--- src/rtl/div_pkg.sv ---
// -----------------------------------------------------------------------------
// div_pkg
//   Shared types and defaults for the iterative RV64M divider.
//   - div_op_t    : operation encoding, equal to funct3[1:0] of DIV/DIVU/REM/REMU
//   - div_state_t : divider control FSM states
//   - XLEN_DEF    : default operand/result width
//   - op_is_signed / op_is_rem : operation decode helpers
// -----------------------------------------------------------------------------
package div_pkg;

  localparam int XLEN_DEF = 64;

  typedef enum logic [1:0] {
    DIV_S = 2'b00,
    DIV_U = 2'b01,
    REM_S = 2'b10,
    REM_U = 2'b11
  } div_op_t;

  typedef enum logic [1:0] {
    IDLE = 2'b00,
    CALC = 2'b01,
    DONE = 2'b10
  } div_state_t;

  function automatic logic op_is_signed(input div_op_t op);
    return (op == DIV_S) || (op == REM_S);
  endfunction

  function automatic logic op_is_rem(input div_op_t op);
    return (op == REM_S) || (op == REM_U);
  endfunction

endpackage

--- src/rtl/div_step.sv ---
// -----------------------------------------------------------------------------
// div_step
//   One combinational radix-2 restoring division iteration.
//   The partial remainder is shifted left taking the dividend MSB; if the
//   result is at least the divisor it is reduced and a 1 enters the quotient.
// Ports:
//   rem_in   in  XLEN  partial remainder before this iteration
//   quo_in   in  XLEN  dividend/quotient shift register before this iteration
//   divisor  in  XLEN  divisor magnitude
//   rem_out  out XLEN  partial remainder after this iteration
//   quo_out  out XLEN  shift register after this iteration (new bit at LSB)
// -----------------------------------------------------------------------------
module div_step
  import div_pkg::*;
#(
  parameter int XLEN = XLEN_DEF
) (
  input  logic [XLEN-1:0] rem_in,
  input  logic [XLEN-1:0] quo_in,
  input  logic [XLEN-1:0] divisor,
  output logic [XLEN-1:0] rem_out,
  output logic [XLEN-1:0] quo_out
);

  logic [XLEN:0] shifted;
  logic [XLEN:0] diff;
  logic          fits;

  always_comb begin
    shifted = {rem_in, quo_in[XLEN-1]};
    diff    = shifted - {1'b0, divisor};
    // shifted < 2*divisor always, so a non-negative difference fits in XLEN
    // bits and the top bit of the XLEN+1 subtraction is exactly the borrow.
    fits    = ~diff[XLEN];
    rem_out = fits ? diff[XLEN-1:0] : shifted[XLEN-1:0];
    quo_out = {quo_in[XLEN-2:0], fits};
  end

endmodule

--- src/rtl/div_unit.sv ---
// -----------------------------------------------------------------------------
// div_unit
//   Multi-cycle radix-2 restoring integer divider for RV64M DIV/DIVU/REM/REMU.
//   One quotient bit per cycle; valid/ready handshake on request and response.
//   Divide-by-zero and signed overflow are resolved at accept without iterating.
//   Optional macro DIV_WORD_OP_EN adds req_w for the 32-bit *W variants.
// Ports:
//   clk         in   1     rising-edge clock
//   reset_n     in   1     asynchronous active-low reset
//   flush       in   1     abort any in-flight operation
//   req_valid   in   1     request operands valid
//   req_ready   out  1     unit idle and able to accept
//   req_op      in   2     div_op_t operation
//   req_a       in   XLEN  dividend
//   req_b       in   XLEN  divisor
//   req_w       in   1     word operation (only with DIV_WORD_OP_EN)
//   resp_valid  out  1     result valid
//   resp_ready  in   1     consumer accepts result
//   resp_data   out  XLEN  quotient or remainder
// -----------------------------------------------------------------------------
module div_unit
  import div_pkg::*;
#(
  parameter int XLEN = XLEN_DEF
) (
  input  logic            clk,
  input  logic            reset_n,
  input  logic            flush,
  input  logic            req_valid,
  output logic            req_ready,
  input  div_op_t         req_op,
  input  logic [XLEN-1:0] req_a,
  input  logic [XLEN-1:0] req_b,
`ifdef DIV_WORD_OP_EN
  input  logic            req_w,
`endif
  output logic            resp_valid,
  input  logic            resp_ready,
  output logic [XLEN-1:0] resp_data
);

  localparam int              CNT_W   = $clog2(XLEN);
  localparam logic [XLEN-1:0] MIN_INT = {1'b1, {(XLEN-1){1'b0}}};

`ifdef DIV_WORD_OP_EN
  localparam logic [XLEN-1:0] MASK32  = {{(XLEN-32){1'b0}}, 32'hFFFF_FFFF};
  localparam logic [XLEN-1:0] MIN_W   = {{(XLEN-31){1'b1}}, {31{1'b0}}};

  function automatic logic [XLEN-1:0] sext32(input logic [XLEN-1:0] v);
    return v[31] ? (v | ~MASK32) : (v & MASK32);
  endfunction

  function automatic logic [XLEN-1:0] zext32(input logic [XLEN-1:0] v);
    return v & MASK32;
  endfunction
`endif

  function automatic logic [XLEN-1:0] cond_neg(input logic [XLEN-1:0] v,
                                               input logic            neg);
    return neg ? (~v + 1'b1) : v;
  endfunction

  div_state_t      state, state_next;
  logic [CNT_W-1:0] cnt;
  logic [XLEN-1:0] quo, rem, dvsr;
  logic            q_neg, r_neg;
  div_op_t         op_q;
`ifdef DIV_WORD_OP_EN
  logic            word_q;
`endif
  logic            resp_valid_q;
  logic [XLEN-1:0] resp_data_q;

  logic [XLEN-1:0] quo_step, rem_step;

  // accept-side decode
  logic             signed_in, a_neg, b_neg, div_zero, ovf, special;
  logic [XLEN-1:0]  a_ext, b_ext, min_val, mag_a, mag_b;
  logic [XLEN-1:0]  spec_quo, spec_rem, quo_init;
  logic [CNT_W-1:0] cnt_init;
  logic             accept;

  // result fix-up
  logic [XLEN-1:0] result;

  div_step #(.XLEN(XLEN)) u_step (
    .rem_in  (rem),
    .quo_in  (quo),
    .divisor (dvsr),
    .rem_out (rem_step),
    .quo_out (quo_step)
  );

  assign req_ready  = (state == IDLE);
  assign resp_valid = resp_valid_q;
  assign resp_data  = resp_data_q;
  assign accept     = (state == IDLE) && req_valid && !flush;

  always_comb begin
    signed_in = op_is_signed(req_op);
    a_ext     = req_a;
    b_ext     = req_b;
    min_val   = MIN_INT;
`ifdef DIV_WORD_OP_EN
    if (req_w) begin
      a_ext   = signed_in ? sext32(req_a) : zext32(req_a);
      b_ext   = signed_in ? sext32(req_b) : zext32(req_b);
      min_val = MIN_W;
    end
`endif
    a_neg    = signed_in & a_ext[XLEN-1];
    b_neg    = signed_in & b_ext[XLEN-1];
    mag_a    = cond_neg(a_ext, a_neg);
    mag_b    = cond_neg(b_ext, b_neg);
    div_zero = (b_ext == '0);
    ovf      = signed_in && (a_ext == min_val) && (b_ext == '1);
    special  = div_zero || ovf;
    // Special results are parked in quo/rem with no sign flags so the
    // regular DONE fix-up passes them through unchanged.
    spec_quo = div_zero ? '1 : a_ext;
    spec_rem = div_zero ? a_ext : '0;
    quo_init = mag_a;
    cnt_init = CNT_W'(XLEN-1);
`ifdef DIV_WORD_OP_EN
    if (req_w) begin
      // Word magnitudes fit in 32 bits; park them at the top so only 32
      // iterations are needed and the quotient lands in the low half.
      quo_init = mag_a << 32;
      cnt_init = CNT_W'(31);
    end
`endif
  end

  always_comb begin
    result = op_is_rem(op_q) ? cond_neg(rem, r_neg) : cond_neg(quo, q_neg);
`ifdef DIV_WORD_OP_EN
    if (word_q) result = sext32(result);
`endif
  end

  always_comb begin
    state_next = state;
    if (flush) begin
      state_next = IDLE;
    end else begin
      case (state)
        IDLE:    if (req_valid) state_next = special ? DONE : CALC;
        CALC:    if (cnt == '0) state_next = DONE;
        DONE:    if (resp_valid_q && resp_ready) state_next = IDLE;
        default: state_next = IDLE;
      endcase
    end
  end

  always_ff @(posedge clk or negedge reset_n) begin
    if (!reset_n) state <= IDLE;
    else          state <= state_next;
  end

  // accept / iterate / respond
  always_ff @(posedge clk or negedge reset_n) begin
    if (!reset_n) begin
      cnt          <= '0;
      quo          <= '0;
      rem          <= '0;
      dvsr         <= '0;
      q_neg        <= 1'b0;
      r_neg        <= 1'b0;
      op_q         <= DIV_S;
`ifdef DIV_WORD_OP_EN
      word_q       <= 1'b0;
`endif
      resp_valid_q <= 1'b0;
      resp_data_q  <= '0;
    end else if (flush) begin
      resp_valid_q <= 1'b0;
    end else begin
      case (state)
        IDLE: begin
          if (accept) begin
            op_q <= req_op;
            dvsr <= mag_b;
            cnt  <= cnt_init;
`ifdef DIV_WORD_OP_EN
            word_q <= req_w;
`endif
            if (special) begin
              quo   <= spec_quo;
              rem   <= spec_rem;
              q_neg <= 1'b0;
              r_neg <= 1'b0;
            end else begin
              quo   <= quo_init;
              rem   <= '0;
              q_neg <= a_neg ^ b_neg;
              r_neg <= a_neg;
            end
          end
        end
        CALC: begin
          quo <= quo_step;
          rem <= rem_step;
          if (cnt != '0) cnt <= cnt - 1'b1;
        end
        DONE: begin
          // First DONE cycle registers the result; afterwards it is held
          // until the consumer takes it.
          if (!resp_valid_q) begin
            resp_data_q  <= result;
            resp_valid_q <= 1'b1;
          end else if (resp_ready) begin
            resp_valid_q <= 1'b0;
          end
        end
        default: resp_valid_q <= 1'b0;
      endcase
    end
  end

endmodule

--- config.mk ---
export PLATFORM = sky130hd
export DESIGN_NAME = div_unit
export DESIGN_NICKNAME = d
export VERILOG_FILES = /design/src/rtl/div_pkg.sv /design/src/rtl/div_step.sv /design/src/rtl/div_unit.sv
export SDC_FILE = /design/constraint.sdc
export NUM_CORES = 1
export LEC_CHECK = 0
export ABC_CLOCK_PERIOD_IN_PS = 8900
export CORE_MARGIN = 5
export CORE_UTILIZATION = 57
export DETAILED_ROUTE_END_ITERATION = 8
export GPL_TIMING_DRIVEN = 0
export HOLD_SLACK_MARGIN = 0.02
export PLACE_DENSITY = 0.85
export SYNTH_ARGS = -nofsm -noshare
export SYNTH_HDL_FRONTEND = slang
export SYNTH_HIERARCHICAL = 1
export SYNTH_SLANG_ARGS = --single-unit
--- constraint.sdc ---
create_clock -name clk -period 8.9 [get_ports clk]
set_input_delay 1.335 -clock clk [delete_from_list [all_inputs] [get_ports clk]]
set_output_delay 1.335 -clock clk [all_outputs]
set_load 0.1 [all_outputs]
# Yosys cells after proc, flatten, opt, wreduce, memory -nomap -nowiden
# Cells that the tools add are included.
dict set report word_totals {
  reg_bits 269
  input_bits 135
  n_memories 0
  romBits 0
  wordCells 89
  latch_bits 0
  ram_bits 0
}
dict set report op_classes {
  n_bitwise 10
  div_mod_pow 0
  n_mux 29
  reduce_logical 21
  n_addsub 6
  magnitude_cmp 0
  n_shift 0
  mul 0
  eq_ne 13
}
# op count
set ops {}
lappend ops {{$mux 64} 12}
lappend ops {{$add 64x1->64 const B} 4}
lappend ops {{$not 64->64} 4}
lappend ops {{$pmux 64 s2} 2}
lappend ops {{$eq 64x64->1 const B} 2}
lappend ops {{$sub 65x64->65} 1}
lappend ops {{$logic_not 64->1} 1}
lappend ops {{$mux 6} 2}
lappend ops {{$pmux 6 s2} 1}
lappend ops {{$reduce_and 3->1} 4}
lappend ops {{$mux 2} 5}
lappend ops {{$ne 3x3->1 const B} 3}
lappend ops {{$eq 2x2->1 const B} 4}
lappend ops {{$logic_not 6->1} 1}
lappend ops {{$pmux 2 s3} 1}
lappend ops {{$reduce_bool 6->1} 1}
lappend ops {{$sub 6x1->6 const B} 1}
lappend ops {{$logic_and 1x1->1} 5}
lappend ops {{$mux 1} 5}
lappend ops {{$logic_not 2->1} 2}
lappend ops {{$ne 2x1->1 const B} 2}
lappend ops {{$reduce_and 4->1} 1}
lappend ops {{$logic_or 1x1->1} 3}
lappend ops {{$not 1->1} 3}
lappend ops {{8 further kinds} 9}

# Logic depth before layout (Yosys ltp)
dict set report logic_depth {
  ltp_word 9
  ltp_mapped 18
}

# Cells and area by module
# Netlist, hierarchy kept.
# mod area_per_inst_um2 cells_each seq_area_each_um2 n_inst
set by_module_without_submodules {}
lappend by_module_without_submodules {div_unit 17413.0 2132 6706.4 1}
lappend by_module_without_submodules {div_step 5206.2 859 0.0 1}

# Least setup slack after synthesis
# Ideal clock, no wire load.
dict set report synth_path {
  kind {input to register}
  start {input req_b[9]}
  end {register dvsr[59]}
  stages 9
  n_path_buf 2
  setup_slack_ps 4858
  t_arrival_ps 3912
  setup_time_ps 130
  cell_sequence {or4_4 or4_4 or4_1 buf_2 or3_1 buf_2 o41ai_4 xor2_1 o21ai_1}
}
dict set report synth_via {
  elab_chain_cells 3
}
# element line
set synth_lines {}
lappend synth_lines {{start, declared} div_unit.sv:33} ;# input logic [XLEN-1:0] req_b,
lappend synth_lines {{$not 64->64} div_unit.sv:60} ;# return neg ? (~v + 1'b1) : v;
lappend synth_lines {{$add 64x1->64} div_unit.sv:60}
lappend synth_lines {{$mux 64} div_unit.sv:60}
lappend synth_lines {{end signal, assigned} div_unit.sv:182} ;# dvsr <= mag_b;
lappend synth_lines {{end, declared} div_unit.sv:65} ;# logic [XLEN-1:0] quo, rem, dvsr;
# Every way passes these cells.
# A chain may end at the register's enable or synchronous reset.

# Final worst setup path
dict set report layout_path {
  start {input req_a[1]}
  end {register r_neg}
}
dict set report layout_via {
  elab_chain_cells 5
}
# element line
set layout_lines {}
lappend layout_lines {{start, declared} div_unit.sv:32} ;# input logic [XLEN-1:0] req_a,
lappend layout_lines {{$eq 64x64->1} div_unit.sv:116} ;# ovf = signed_in && (a_ext == min_val) && (b_ext == '1);
lappend layout_lines {{$logic_and 1x1->1 (2 in a row)} div_unit.sv:116}
lappend layout_lines {{$logic_or 1x1->1} div_unit.sv:117} ;# special = div_zero || ovf;
lappend layout_lines {{$mux 1} div_unit.sv:187} ;# if (special) begin
lappend layout_lines {{end signal, assigned} div_unit.sv:196} ;# r_neg <= a_neg;
lappend layout_lines {{end, declared} div_unit.sv:66} ;# logic q_neg, r_neg;
# Every way passes these cells.

==> impl_metrics.env <==
export IMPL_drtAntennaViolNets=0
export IMPL_slew_violations=0
export IMPL_min_path_type="reg -> reg"
export IMPL_tns_ns=0
export IMPL_tightest_slew_ns=1.436
export IMPL_overflow=0
export IMPL_grt_max_degree=73
export IMPL_fin_crit_ns=5.651
export IMPL_finClkSkew_ns=0.01760
export IMPL_antenna_cells=0
export IMPL_ys_types=77
export IMPL_hold_ws_ns=0.4825
export IMPL_cap_viol_max_count=0
export IMPL_slowest_stage="nor4_1"
export IMPL_final_hold_violation_count=0
export IMPL_period_share_pct=63.49
export IMPL_io_buffer_count=188
export IMPL_routed_wl_um=87840
export IMPL_worstPathMaxFanout=8
export IMPL_grt_pass1_vias=23190
export IMPL_io_pins=201
export IMPL_cts_setup_buffers=0
export IMPL_placedCellCount=3707
export IMPL_async_reset_ff_share_pct=100.0
export IMPL_cts_sinks=268
export IMPL_status="completed"
export IMPL_critical_path_top_delay_family="simple AND/OR/NAND/NOR gates"
export IMPL_insertion_delay_ns=0.60
export IMPL_setup_viol=0
export IMPL_netlist_area_mm2=0.02262
export IMPL_die_area_mm2=0.04377
export IMPL_drt_pass1_iterations=8
export IMPL_cts_buffers=30
export IMPL_layout_drive_gt1_share_pct=5.530
export IMPL_syn_to_final_growth_pct=16.18
export IMPL_fp_dieH_um=209.2
export IMPL_grt_usage_pct=38.40
export IMPL_dieWidth_um=209.2
export IMPL_cts_tree="built"
export IMPL_fmax_mhz=177.0
export IMPL_synth_area_leaders="dfrtp_1 30%, o21ai_0 7.2%, nand2_1 6.6%, xnor2_1 6.2%, xor2_1 5.3%"
export IMPL_clk_pin_slew_ns=0.06
export IMPL_leakage_nw=9.967
export IMPL_cts_resized=0
export IMPL_antenna_found_initial=2
export IMPL_crit_chain="clkdlybuf4s50_1, inv_1, ha_1, or4b_2, nor3b_1, nand4_1, nor4_1, nor3_1, mux2_2"
export IMPL_final_area_mm2=0.02628
export IMPL_synth_flop_cell="dfrtp_1"
export IMPL_synth_most_common_cell="nand2_1"
export IMPL_cts_buffer_depth=3
export IMPL_power_density_mw_per_mm2=469.6
export IMPL_core_mm2=0.03946
export IMPL_cts_hold_buf=0
export IMPL_place_ws_ns=2.911
export IMPL_relSlewSlack_pct=3.369
export IMPL_root_buffer="clkbuf_16"
export IMPL_avgSynthCellArea_um2=7.562
export IMPL_criticalPathCategory="in -> reg"
export IMPL_nets=3421
export IMPL_synthCells=2991
export IMPL_slowest_delay_ns=1.09
export IMPL_dp_hpwl_um=71310
export IMPL_fin_ws_ns=3.249
export IMPL_grt_pass1_wl_um=132900
export IMPL_rows=73
export IMPL_initial_utilization_pct=57.32
export IMPL_cp_end_kind="flip-flop"
export IMPL_cp_arrival_ns=6.12
export IMPL_htree_levels=1
export IMPL_synth_seq_cells=268
export IMPL_syn_nets=3198
export IMPL_synth_common_cells="398 x nand2_1, 327 x o21ai_0, 268 x dfrtp_1, 210 x nor2_1, 171 x a21oi_1"
export IMPL_post_drt_wl_per_cell_um=23.35
export IMPL_placed_cell_area_mm2=0.02525
export IMPL_fin_cells=3762
export IMPL_synth_warnings=6
export IMPL_place_gp_congestion=1.029
export IMPL_yosysTopAreaCell="dfrtp_1"
export IMPL_ir_worst_vdd_mv=0.2434
export IMPL_cp_num_buf_inv=2
export IMPL_worstSetupStartpointType="primary input"
export IMPL_cp_required_ns=9.37
export IMPL_synth_edf_count=0
export IMPL_drtIter0Drc=2922
export IMPL_via_per_inst=6.513
export IMPL_vias=24501
export IMPL_drc=0
export IMPL_synth_top_area_share_pct=29.65
export IMPL_ys_seq_area_share_pct=29.65
export IMPL_rsz0062_at_grt="no"
## worst paths after layout
check	depth (start not counted)	slack [ns]	to	from
setup / recovery	9	3.25	r_neg$_DFFE_PN0P_	req_a[1]
hold / removal	2	0.48	resp_data[9]$_DFFE_PN0P_	resp_data[9]$_DFFE_PN0P_
setup reg to reg	18	4.28	quo[0]$_DFFE_PN0P_	quo[63]$_DFFE_PN0P_
hold reg to reg	2	0.48	resp_data[9]$_DFFE_PN0P_	resp_data[9]$_DFFE_PN0P_
max in group asynchronous	4	6.82	quo[50]$_DFFE_PN0P_	reset_n
min in group asynchronous	1	0.67	dvsr[4]$_DFFE_PN0P_	reset_n
## stage by stage
stage	total power (W)	util (%)
2_1_floorplan	0.008346	-
3_3_place_gp	0.01056	63.76
3_5_place_dp	0.01076	64.00
4_1_cts	0.01210	66.59
5_1_grt	0.01312	66.60
6_report	0.01234	66.60
## cell families (layout without fill, tap and decap cells)
kind of cell | after synthesis | in the layout | synth area share, %
DFF | 268 | 268 | 29.65
and+or+nand+nor | 1106 | 1106 | 23.51
buffers and inverters | 371 | 617 | 7.473
AOI/OAI and AO/OA | 865 | 865 | 23.28
xor gates and xnor gates | 299 | 299 | 11.61
adders and majority gates | 72 | 72 | 4.016
muxes | 10 | 10 | 0.4591
## sequential cells by signal, summed over array words and instances (netlist names)
register / cells
dvsr: 64
quo: 64
rem: 64
resp_data: 64
cnt: 6
state: 2
op_q: 1
q_neg: 1
r_neg: 1
resp_valid: 1
## power by group
group | switching (W) | internal [W] | total (W)
clock network | 0.000523 | 0.000759 | 0.00128
registers | 0.000817 | 0.00180 | 0.00261
logic | 0.00557 | 0.00288 | 0.00845
## cell type report
type	instances	area (um2)
Multi-Input combinational cell	2352	14230
Clock buffer	44	863.3
Buffer	263	1285
Tap cell	525	656.9
Fill cell	3385	13180
Sequential cell	268	6706
Timing Repair Buffer	191	1969
Inverter	108	405.4
Clock inverter	11	161.4
## cells in the final DEF, fill, tap and decap left out, drive strengths merged, types with 7 or more instances in the layout
cell,instances
or2,11
nand3,94
or4,43
o21bai,13
mux2i,7
a211oi,15
ha,71
inv,108
and2,7
a22oi,8
nor2,210
nand4,80
nor3,85
o21a,17
xnor2,160
xor2,139
a21oi,171
clkdlybuf4s50,187
nand2b,13
o21ai,346
nor4,56
clkbuf,203
o41ai,40
a21o,23
dfrtp,268
o211ai,8
o221ai,22
o31ai,60
or3,72
nor2b,9
a31oi,75
o22ai,25
buf,108
nand2,399
## metal layers
metal  global-route usage, %  routed length (um)  vias to the layer above  share of wire, %
met5                       0                  13                        -             0.015
met4                   18.99                5181                        2               5.9
met3                   6.591                8855                      300                10
met2                   61.70               39510                     1492                45
met1                   50.28               34280                    11477                39
li1                        -                   -                    11230                 -
## worst reg2reg max path: stages (launching register included)
cell	delay, ns
dfrtp_1	0.66
inv_1	0.10
ha_1	0.24
fa_1	0.42
nor2b_1	0.16
o31a_1	0.24
o221ai_1	0.20
o211ai_2	0.29
a211oi_2	0.18
o21ai_2	0.29
a41oi_2	0.20
xor2_2	0.39
buf_6	0.22
buf_6	0.19
buf_4	0.24
inv_1	0.07
buf_4	0.14
o22ai_1	0.17
o21ai_0	0.09
No activity file was read; power rests on OpenSTA's default activity.
